--- src/rtl/fm_demodulate.sv ---
// Quadrature FM discriminator: d[n] = I[n-1]*Q[n] - Q[n-1]*I[n], summed over
// 2^DECIM_LOG2 values and dumped as the top OUTPUT_WIDTH bits of the sum.
module fm_demodulate #(
  parameter int INPUT_WIDTH  = 12,
  parameter int OUTPUT_WIDTH = 16,
  parameter int DECIM_LOG2   = 3
) (
  input  logic                           clk_in,
  input  logic                           RST,
  input  logic                           iq_valid,
  input  logic signed [INPUT_WIDTH-1:0]  i_in,
  input  logic signed [INPUT_WIDTH-1:0]  q_in,
  output logic signed [OUTPUT_WIDTH-1:0] demod_out,
  output logic                           demod_valid
);

  localparam int PW = 2 * INPUT_WIDTH;
  localparam int DW = PW + 1;
  localparam int AW = DW + DECIM_LOG2;

  // Handshake: iq_valid is a pure strobe with no ready; every cycle it is high
  // (and RST is low) one sample is consumed. demod_valid is a one-cycle pulse
  // marking the edge at which demod_out took a new value.

  typedef enum logic {PRIME = 1'b0, RUN = 1'b1} state_t;
  state_t state_q, state_d;
  logic   issue;

  logic signed [INPUT_WIDTH-1:0] prev_i, prev_q, cur_i, cur_q;
  logic                          v1, v2, v3;
  logic signed [PW-1:0]          p1, p2;
  logic signed [DW-1:0]          d;
  logic signed [AW-1:0]          acc, acc_sum;
  logic [DECIM_LOG2-1:0]         count;

  always_comb begin
    state_d = state_q;
    issue   = 1'b0;
    if (iq_valid) begin
      case (state_q)
        PRIME:   state_d = RUN;
        RUN:     issue   = 1'b1;
        default: state_d = PRIME;
      endcase
    end
  end

  always_ff @(posedge clk_in) begin
    if (RST) state_q <= PRIME;
    else     state_q <= state_d;
  end

  // S1..S3: sample history, products, difference; valid tag shifts every cycle.
  always_ff @(posedge clk_in) begin
    if (RST) begin
      prev_i <= '0;
      prev_q <= '0;
      cur_i  <= '0;
      cur_q  <= '0;
      v1     <= 1'b0;
      p1     <= '0;
      p2     <= '0;
      v2     <= 1'b0;
      d      <= '0;
      v3     <= 1'b0;
    end else begin
      if (iq_valid) begin
        prev_i <= cur_i;
        prev_q <= cur_q;
        cur_i  <= i_in;
        cur_q  <= q_in;
      end
      v1 <= issue;
      p1 <= PW'(prev_i) * PW'(cur_q);
      p2 <= PW'(prev_q) * PW'(cur_i);
      v2 <= v1;
      d  <= DW'(p1) - DW'(p2);
      v3 <= v2;
    end
  end

  always_comb begin
    acc_sum = acc + AW'(d);
  end

  // S4: integrate and dump; the output is the floor of sum / 2^(AW-OUTPUT_WIDTH).
  always_ff @(posedge clk_in) begin
    if (RST) begin
      acc         <= '0;
      count       <= '0;
      demod_out   <= '0;
      demod_valid <= 1'b0;
    end else begin
      demod_valid <= 1'b0;
      if (v3) begin
        if (count == {DECIM_LOG2{1'b1}}) begin
          demod_out   <= acc_sum[AW-1 -: OUTPUT_WIDTH];
          demod_valid <= 1'b1;
          acc         <= '0;
          count       <= '0;
        end else begin
          acc   <= acc_sum;
          count <= count + DECIM_LOG2'(1);
        end
      end
    end
  end

endmodule
--- config.mk ---
export PLATFORM = sky130hd
export DESIGN_NAME = fm_demodulate
export DESIGN_NICKNAME = d
export VERILOG_FILES = /design/src/rtl/fm_demodulate.sv
export SDC_FILE = /design/constraint.sdc
export NUM_CORES = 1
export LEC_CHECK = 0
export ABC_AREA = 1
export BUFFER_PORTS_ARGS = -buffer_cell sky130_fd_sc_hd__buf_2
export CORE_MARGIN = 2
export CORE_UTILIZATION = 45
export CTS_CLUSTER_DIAMETER = 80
export DETAILED_ROUTE_END_ITERATION = 7
export GPL_ROUTABILITY_DRIVEN = 0
export PLACE_DENSITY = 0.67
export SKIP_CTS_REPAIR_TIMING = 1
export SLEW_MARGIN = 0
export SYNTH_ARGS = -nofsm -noshare
export SYNTH_HDL_FRONTEND = slang
export SYNTH_SLANG_ARGS = --single-unit
--- constraint.sdc ---
create_clock -name clk_in -period 8.6 [get_ports clk_in]
set_input_delay 2.15 -clock clk_in [delete_from_list [all_inputs] [get_ports clk_in]]
set_output_delay 2.15 -clock clk_in [all_outputs]
set_load 0.005 [all_outputs]
==> reports/qor.txt, run 1 <==
RUN STATUS
---------------------------------------------------------------------------------
Outcome ............................................................    completed

SYNTH
---------------------------------------------------------------------------------
Synth Instances ....................................................         2720
Share of synthesized flip-flops with an asynchronous set or reset ..           0%
Number of nets in the synthesized netlist ..........................         3180
Combined area of all synthesized cells ............................. 0.01987 mm^2
Most used flip-flop cell after synthesis ........................... sky130_fd_sc_hd__dfxtp_1
Number of warning messages in the yosys log ........................            0
Most area-consuming cells after synthesis .......................... sky130_fd_sc_hd__fa_1, sky130_fd_sc_hd__dfxtp_1, sky130_fd_sc_hd__nand2_1
Flop and latch count out of synthesis ..............................          173
Per-instance average area after synthesis ..........................   7.305 um^2
Fraction of synthesized cell area taken by the top area cell type ..       28.01%
Number of unique standard cell types used by synthesis .............           41
Fraction of the yosys area taken by sequential cells ...............       17.43%
Biggest area consumer among synthesized cells ...................... sky130_fd_sc_hd__fa_1
Number of enable flip-flop cells after synthesis ...................            0

WORST SETUP PATH
---------------------------------------------------------------------------------
Critical path, cell by cell ........................................ nand2_1 > fa_1 > inv_1 > fa_1 > inv_1 > fa_1 > fa_1 > inv_1 > fa_1 > ha_1 > nand2_1 > nor4_1 > nand4_1 > nand3_1 > nand2_1 > nand2_1 > nor2_1
Library cell appearing most often on the critical path ............. sky130_fd_sc_hd__fa_1
CP max stage delay .................................................       770 ps
Crit path buf inv count ............................................            3
Register-to-Register Path Depth ....................................           17
Required arrival time at the worst endpoint ........................      8950 ps
Source of the worst register-to-register timing path ............... cur_i[3]$_SDFFE_PP0P_
Cell family with the largest share of critical-path delay ..........  adder cells
Data arrival time of the critical path .............................      5660 ps
Worst path slowest cell ............................................ sky130_fd_sc_hd__dfxtp_1
Type of the setup path with the least slack ........................ register to register
Reg2reg end ........................................................ p2[22]$_SDFF_PP0_
R2r setup slk ......................................................      3290 ps
Logic depth of the worst setup path including buffers ..............           17
Setup crit end kind ................................................     register
Startpoint types ...................................................     register
Maximum fanout count along the critical path .......................           14

TIMING
---------------------------------------------------------------------------------
Setup TNS ..........................................................         0 ps
Final hold violation count .........................................            0
Worst-Margin Slew ..................................................      1056 ps
Worst max-slew margin expressed relative to the limit ..............       29.52%
F_max ..............................................................    188.4 MHz
Worst clock skew on the final layout ...............................     16.26 ps
Final worst-path cycle share .......................................       61.73%
Min Tclk post-route ................................................      5309 ps
Final slew viol count ..............................................            0
Unrepaired setup endpoints after global routing ....................        false
Final number of setup-violating endpoints ..........................            0
Smallest hold slack ................................................     403.0 ps
Worst-case setup margin in the final layout ........................      3291 ps

PLACE
---------------------------------------------------------------------------------
Placed Area ........................................................ 0.02053 mm^2
Number of buffer cells added on primary ports ......................           43
Placed wire-length estimate after detailed placement ...............     39850 um
Post-Place Cells ...................................................         3269
Post-Place Worst Slack .............................................      3340 ps

CTS
---------------------------------------------------------------------------------
CTS sink count .....................................................          173
H-tree levels ......................................................            4
Clock slew at reported path FFs ....................................        80 ps
Maximum buffer depth of the clock tree .............................            2
Clock Tree Root .................................................... sky130_fd_sc_hd__clkbuf_16
Number of buffers created by CTS ...................................           17
Source-to-sink clock delay at the later pin of the worst-skew pair .       460 ps
CTS tree ...........................................................         done

MIN PATH
---------------------------------------------------------------------------------
Hold path start .................................................... v2$_SDFF_PP0_
Endpoint with the worst hold slack ................................. v3$_SDFF_PP0_
Path type of the worst min-delay path .............................. register to register
WHS Path Cells .....................................................            2

DRT
---------------------------------------------------------------------------------
First-iteration detailed-routing DRC count .........................         1165
Drt drc ............................................................            0
Via count ..........................................................        16550
Post-DR wirelength/cell ............................................     15.07 um
First-pass DRT Iterations ..........................................            6
Detailed Route WL ..................................................     49740 um
Number of routed nets with antenna violations ......................            0
Mean number of vias per cell .......................................        5.013

FLOORPLAN
---------------------------------------------------------------------------------
Core region area ................................................... 0.04336 mm^2
Area of the die .................................................... 0.04585 mm^2
I/O pin count ......................................................           44
# rows .............................................................           76
Starting utilization of the core area ..............................       45.82%
Die extent in x ....................................................     214.1 um
Vertical extent of the die .........................................     214.1 um

RUN
---------------------------------------------------------------------------------
Number of max-cap violations .......................................            0

PWR
---------------------------------------------------------------------------------
Leakage Power ......................................................     11.66 nW
Power per unit of standard cell area ............................... 177.9 mW/mm^2
Worst supply voltage drop on vdd ...................................    0.1347 mV
Total power consumption of the routed design .......................     3.765 mW

GLOBAL ROUTING
---------------------------------------------------------------------------------
Sum of overflow across all layers after global routing .............            0
Number of antenna violations at the first check in global routing ..            1
Maximum number of pins on one net before global-route repair .......           93
Wire length of the first global-routing pass .......................     83380 um
Number of global-route vias before repair ..........................        16980
Overall Global Routing Usage .......................................       22.30%

FINAL LAYOUT
---------------------------------------------------------------------------------
Utilization of the core after routing ..............................       48.79%
Count of antenna diodes in the layout ..............................            0
Post-route cell area ............................................... 0.02116 mm^2
Layout cell share with drive strength beyond 1 .....................       4.234%
Final net count ....................................................         3163
Area overhead of the layout relative to synthesis ..................       6.479%
Cell Count, Final, Fillers Out .....................................         3301

[layer usage]
layer	global-route usage [%]	share of wire, %	vias to the layer above
met4	7.153	2.9	0
li1	-	-	8140
met3	3.518	5.8	85
met5	0	0	-
met1	29.25	45	7780
met2	37.76	47	543
[layout make-up]
cell class	instances	area, um^2
Fill cell	4331	22200
Multi-Input combinational cell	1848	13770
Sequential cell	173	3463
Inverter	616	2312
Tap cell	585	732.0
Clock buffer	17	425.4
Timing Repair Buffer	47	245.2
Clock inverter	15	206.4
[registers in the layout, indices dropped and copies added, names as in the netlist]
| name | flops |
|---|---|
| acc | 28 |
| d | 25 |
| p1 | 24 |
| p2 | 24 |
| demod_out | 16 |
| cur_i | 12 |
| cur_q | 12 |
| prev_i | 12 |
| prev_q | 12 |
| count | 3 |
| demod_valid | 1 |
| state_q | 1 |
| v1 | 1 |
| v2 | 1 |
| v3 | 1 |
[synth_stat cells (3+ instances only)]
master                     count
sky130_fd_sc_hd__nand2_1     643
sky130_fd_sc_hd__inv_1       613
sky130_fd_sc_hd__fa_1        278
sky130_fd_sc_hd__nor2_1      261
sky130_fd_sc_hd__dfxtp_1     173
sky130_fd_sc_hd__a21oi_1     163
sky130_fd_sc_hd__ha_1        155
sky130_fd_sc_hd__o21ai_0     137
sky130_fd_sc_hd__clkbuf_1     74
sky130_fd_sc_hd__nand3_1      70
sky130_fd_sc_hd__nand4_1      19
sky130_fd_sc_hd__a21o_1       14
sky130_fd_sc_hd__xor2_1       14
sky130_fd_sc_hd__o21a_1       12
sky130_fd_sc_hd__nor3_1        9
sky130_fd_sc_hd__or2_2         9
sky130_fd_sc_hd__nand3b_1      8
sky130_fd_sc_hd__nand2_2       7
sky130_fd_sc_hd__nor2_2        7
sky130_fd_sc_hd__xnor2_1       7
sky130_fd_sc_hd__and2_1        5
sky130_fd_sc_hd__buf_2         5
sky130_fd_sc_hd__nand3_2       5
sky130_fd_sc_hd__nor4_1        4
sky130_fd_sc_hd__o21bai_1      4
sky130_fd_sc_hd__a21boi_0      3
sky130_fd_sc_hd__buf_1         3
sky130_fd_sc_hd__clkinv_1      3
[cell families (layout without fill, tap and decap cells)]
family / Yosys count / after routing / synth area share, %
fa+ha+maj: 433 / 433 / 37.77
buf+inv: 699 / 695 / 13.25
compound gates: 342 / 342 / 9.137
flops: 173 / 173 / 17.43
simple gates: 1052 / 1052 / 21.48
xor+xnor: 21 / 21 / 0.9257
[worst max-delay path by stage]
stage	start	end	slack (ps)
2_1_floorplan	prev_q[11]$_SDFFE_PP0P_	p2[23]$_SDFF_PP0_	3920
3_3_place_gp	cur_i[3]$_SDFFE_PP0P_	p2[22]$_SDFF_PP0_	3400
3_5_place_dp	cur_i[3]$_SDFFE_PP0P_	p2[22]$_SDFF_PP0_	3340
4_1_cts	cur_i[3]$_SDFFE_PP0P_	p2[22]$_SDFF_PP0_	3330
5_1_grt	cur_i[3]$_SDFFE_PP0P_	p2[22]$_SDFF_PP0_	2960
6_report	cur_i[3]$_SDFFE_PP0P_	p2[22]$_SDFF_PP0_	3290
[report_power, final]
group | internal (mW) | leakage (nW) | switching (mW)
logic | 0.673 | 9.94 | 1.20
clock network | 0.421 | 0.300 | 0.402
registers | 0.929 | 1.42 | 0.136
total | 2.02 | 11.7 | 1.74
[worst reg2reg max path, delay by kind of cell (launching register included)]
kind	cells	cell delay, ps
adders and majority gates	6	2970
buffers and inverters	3	290
and+or+nand+nor	8	1160
DFF	1	770
[cell usage in the layout (no fill, tap or decap), drive strengths merged]
master | netlist | final
clkinvlp | 0 | 1
nor4 | 5 | 5
nor3 | 10 | 10
a2bb2oi | 1 | 1
xnor2 | 7 | 7
nand3 | 75 | 75
or2 | 10 | 10
nand2 | 650 | 650
fa | 278 | 278
o21ai | 141 | 141
buf | 9 | 47
o21a | 12 | 12
o21bai | 4 | 4
clkbuf | 74 | 17
nand3b | 9 | 9
nand4 | 19 | 19
clkinv | 3 | 11
xor2 | 14 | 14
bufinv | 0 | 1
a211oi | 1 | 1
a21boi | 3 | 3
o211ai | 1 | 1
a31oi | 1 | 1
dfxtp | 173 | 173
a21oi | 164 | 164
and2 | 5 | 5
a21o | 14 | 14
ha | 155 | 155
nor2 | 269 | 269
inv | 613 | 618
No activity file was read; power rests on OpenSTA's default activity.
==> run 2: changes to the inputs <==
ABC_AREA = 0   (was 1)
PLACE_DENSITY = 0.69   (was 0.67)
clock period = 4.4 ns   (was 8.6 ns; I/O delays follow)
==> reports/qor.txt, run 2 <==
FINAL LAYOUT
-------------------------------------------------------------------------------------
Layout cell share with drive strength beyond 1 .........................       19.33%   +15 points
Registers with the highest flip-flop counts ............................ acc x28, d x25
Utilization of the core after routing ..................................       53.96%   +5.2 points
Max FFs per register ...................................................           28   unchanged
Area overhead of the layout relative to synthesis ......................       18.31%
Count of antenna diodes in the layout ..................................            0   unchanged
Post-route cell area ................................................... 0.02203 mm^2   +4.1%
Commonest cells after routing, fill and taps aside ..................... sky130_fd_sc_hd__inv_1, sky130_fd_sc_hd__fa_1, sky130_fd_sc_hd__buf_4
Largest Register .......................................................          acc
Cell Count, Final, Fillers Out .........................................         2845   -14%
Most frequent standard cell in the layout excluding fill and tap cells . sky130_fd_sc_hd__inv_1
Final net count ........................................................         2760   -13%

GLOBAL ROUTING
-------------------------------------------------------------------------------------
Maximum number of pins on one net before global-route repair ...........           76   -18%
Sum of overflow across all layers after global routing .................            0   unchanged
Overall Global Routing Usage ...........................................       21.30%   -1.0 points
Number of antenna violations at the first check in global routing ......            0   -1
Wire length of the first global-routing pass ...........................     74850 um   -10%
Number of global-route vias before repair ..............................        15460   -9.0%

SYNTH
-------------------------------------------------------------------------------------
Most numerous cell in the Yosys netlist ................................ sky130_fd_sc_hd__inv_1
Synth Instances ........................................................         2086   -23%
Per-instance average area after synthesis ..............................   8.928 um^2   +22%
Most area-consuming cells after synthesis .............................. sky130_fd_sc_hd__fa_1, sky130_fd_sc_hd__dfxtp_1, sky130_fd_sc_hd__ha_1
Fraction of synthesized cell area taken by the top area cell type ......       29.88%   +1.9 points
Flop and latch count out of synthesis ..................................          173   unchanged
Number of warning messages in the yosys log ............................            0   unchanged
Number of enable flip-flop cells after synthesis .......................            0   unchanged
Combined area of all synthesized cells ................................. 0.01862 mm^2   -6.3%
Number of nets in the synthesized netlist ..............................         2546   -20%
Biggest area consumer among synthesized cells .......................... sky130_fd_sc_hd__fa_1
Share of synthesized flip-flops with an asynchronous set or reset ......           0%   unchanged
Number of unique standard cell types used by synthesis .................           83   +100%
Most used flip-flop cell after synthesis ............................... sky130_fd_sc_hd__dfxtp_1
Synth cell count leaders ............................................... sky130_fd_sc_hd__inv_1, sky130_fd_sc_hd__fa_1, sky130_fd_sc_hd__nand2_1, sky130_fd_sc_hd__nor2_1, sky130_fd_sc_hd__dfxtp_1
Fraction of the yosys area taken by sequential cells ...................       18.60%   +1.2 points

CTS
-------------------------------------------------------------------------------------
Source-to-sink clock delay at the later pin of the worst-skew pair .....       470 ps   about the same
CTS sink count .........................................................          173   unchanged
Number of buffers created by CTS .......................................           17   unchanged
Clock slew at reported path FFs ........................................        80 ps   about the same
Clock Tree Root ........................................................ sky130_fd_sc_hd__clkbuf_16
H-tree levels ..........................................................            4   unchanged
CTS tree ...............................................................         done
Maximum buffer depth of the clock tree .................................            2   unchanged

TIMING
-------------------------------------------------------------------------------------
Final number of setup-violating endpoints ..............................           24   +24
Final hold violation count .............................................            0   unchanged
F_max ..................................................................    196.5 MHz   +4.3%
Setup TNS ..............................................................    -11580 ps   -11580 ps
Min Tclk post-route ....................................................      5088 ps   -221.0 ps
Unrepaired setup endpoints after global routing ........................         true
Worst max-slew margin expressed relative to the limit ..................       46.44%   +17 points
Smallest hold slack ....................................................     445.2 ps   +42.20 ps
Worst-case setup margin in the final layout ............................    -688.2 ps   -3979 ps
Final worst-path cycle share ...........................................       115.6%   +54 points
Final slew viol count ..................................................            0   unchanged
Worst clock skew on the final layout ...................................     14.89 ps   -1.380 ps
Worst-Margin Slew ......................................................     803.4 ps   -252.7 ps

FLOORPLAN
-------------------------------------------------------------------------------------
Starting utilization of the core area ..................................       45.61%   -0.21 points
Area of the die ........................................................ 0.04303 mm^2   -6.2%
Die extent in x ........................................................     207.4 um   -3.1%
I/O pin count ..........................................................           44   unchanged
Vertical extent of the die .............................................     207.4 um   -3.1%
Core region area ....................................................... 0.04083 mm^2   -5.8%
# rows .................................................................           74   -2.6%

WORST SETUP PATH
-------------------------------------------------------------------------------------
Maximum fanout count along the critical path ...........................            5   -9
Startpoint types .......................................................     register
Setup crit end kind ....................................................     register
Required arrival time at the worst endpoint ............................      4730 ps   -4220 ps
Type of the setup path with the least slack ............................ register to register
Data arrival time of the critical path .................................      5420 ps   -240 ps

PWR
-------------------------------------------------------------------------------------
Switching power ........................................................     1.757 mW   +0.81%
Power per unit of standard cell area ................................... 227.5 mW/mm^2   +28%
Portion of total power attributed to the clock network .................        32.0%   +10 points
Internal power summed over all cells ...................................     3.255 mW   +61%
Worst supply voltage drop on vdd .......................................    0.2627 mV   +95%
Switching part of the total ............................................       35.05%   -11 points
Part of the power in registers .........................................        35.6%   +7.3 points
Leakage Power ..........................................................     10.94 nW   -6.2%
Comb pwr share .........................................................        32.5%   -17 points

DRT
-------------------------------------------------------------------------------------
Detailed Route WL ......................................................     44380 um   -11%
Post-DR wirelength/cell ................................................     15.60 um   +3.5%
Via count ..............................................................        14410   -13%
Number of routed nets with antenna violations ..........................            0   unchanged
Mean number of vias per cell ...........................................        5.064   +1.0%
First-iteration detailed-routing DRC count .............................          851   -27%
First-pass DRT Iterations ..............................................            8   +2
Drt drc ................................................................            0   unchanged

RUN STATUS
-------------------------------------------------------------------------------------
Violations in the final reports ........................................ negative setup slack
Outcome ................................................................ complete, but fails checks

PLACE
-------------------------------------------------------------------------------------
Placed wire-length estimate after detailed placement ...................     36070 um   -9.5%
Number of buffer cells added on primary ports ..........................           43   unchanged
Post-Place Cells .......................................................         2800   -14%
Placed Area ............................................................ 0.02102 mm^2   +2.4%

RUN
-------------------------------------------------------------------------------------
Number of max-cap violations ...........................................            0   unchanged

MIN PATH
-------------------------------------------------------------------------------------
Path type of the worst min-delay path .................................. register to register

## run 2: power by group through the flow
stage	Combinational [mW]	Clock, mW	Sequential, mW
global placement	1.52	0	1.82
finish	1.63	1.60	1.78
global route	1.81	1.69	1.80
floorplan	1.15	0	1.77
CTS	1.58	1.63	1.79
detailed placement	1.57	0	1.82
## run 2: logic make-up (layout without fill, tap and decap cells)
group	count (synthesis)	in the layout	synth area share [%]
buffers and inverters	465	692	9.499
adder cells (fa/ha/maj)	433	433	40.30
multiplexers	59	59	3.191
AO/OA/AOI/OAI	237	237	8.720
AND/OR/NAND/NOR	646	646	16.26
XOR/XNOR	73	73	3.433
flip-flops	173	173	18.60
## run 2: worst paths after layout
kind | startpoint | end | slack [ps] | depth (start not counted)
setup / recovery | cur_q[8]$_SDFFE_PP0P_ | p1[20]$_SDFF_PP0_ | -690 | 19
hold / removal | v2$_SDFF_PP0_ | v3$_SDFF_PP0_ | 450 | 1
setup reg to reg | cur_q[8]$_SDFFE_PP0P_ | p1[20]$_SDFF_PP0_ | -690 | 19
hold reg to reg | v2$_SDFF_PP0_ | v3$_SDFF_PP0_ | 450 | 1
## run 2: cell type report
| type | count | area [um^2] |
|---|---|---|
| clock buffers | 18 | 439.2 |
| clock inverters | 14 | 167.7 |
| fillers | 3580 | 18800 |
| inverters | 383 | 1438 |
| multi-input cells | 1448 | 13720 |
| flip-flops and latches | 173 | 3556 |
| well taps | 532 | 665.6 |
| repair buffers | 277 | 2052 |
## run 2: routing by layer
metal / share of wire, % / track usage (%)
met5: 0 / 0
met2: 50 / 37.71
met4: 1.8 / 5.640
met3: 4.5 / 3.101
met1: 44 / 27.18
## run 2: critical path: stages (launching register included)
cell	delay, ps
sky130_fd_sc_hd__dfxtp_4	370
sky130_fd_sc_hd__and2_4	160
sky130_fd_sc_hd__fa_1	540
sky130_fd_sc_hd__inv_2	40
sky130_fd_sc_hd__fa_1	520
sky130_fd_sc_hd__inv_2	50
sky130_fd_sc_hd__fa_1	510
sky130_fd_sc_hd__fa_1	530
sky130_fd_sc_hd__inv_2	40
sky130_fd_sc_hd__fa_1	490
sky130_fd_sc_hd__inv_2	50
sky130_fd_sc_hd__ha_4	150
sky130_fd_sc_hd__or3_4	380
sky130_fd_sc_hd__buf_6	130
sky130_fd_sc_hd__o21ai_4	170
sky130_fd_sc_hd__o21ai_4	80
sky130_fd_sc_hd__a221oi_2	320
sky130_fd_sc_hd__nand2b_1	150
sky130_fd_sc_hd__xnor2_2	220
sky130_fd_sc_hd__nor2_1	50
## run 2: per-stage QoR
stage	total power, mW	worst slack, ps
after global routing	5.301	-861.3
after detailed placement	3.394	-812.9
after floorplan	2.915	-447.3
final	5.012	-688.2
after global placement	3.348	-798.4
after CTS	5.000	-897.5
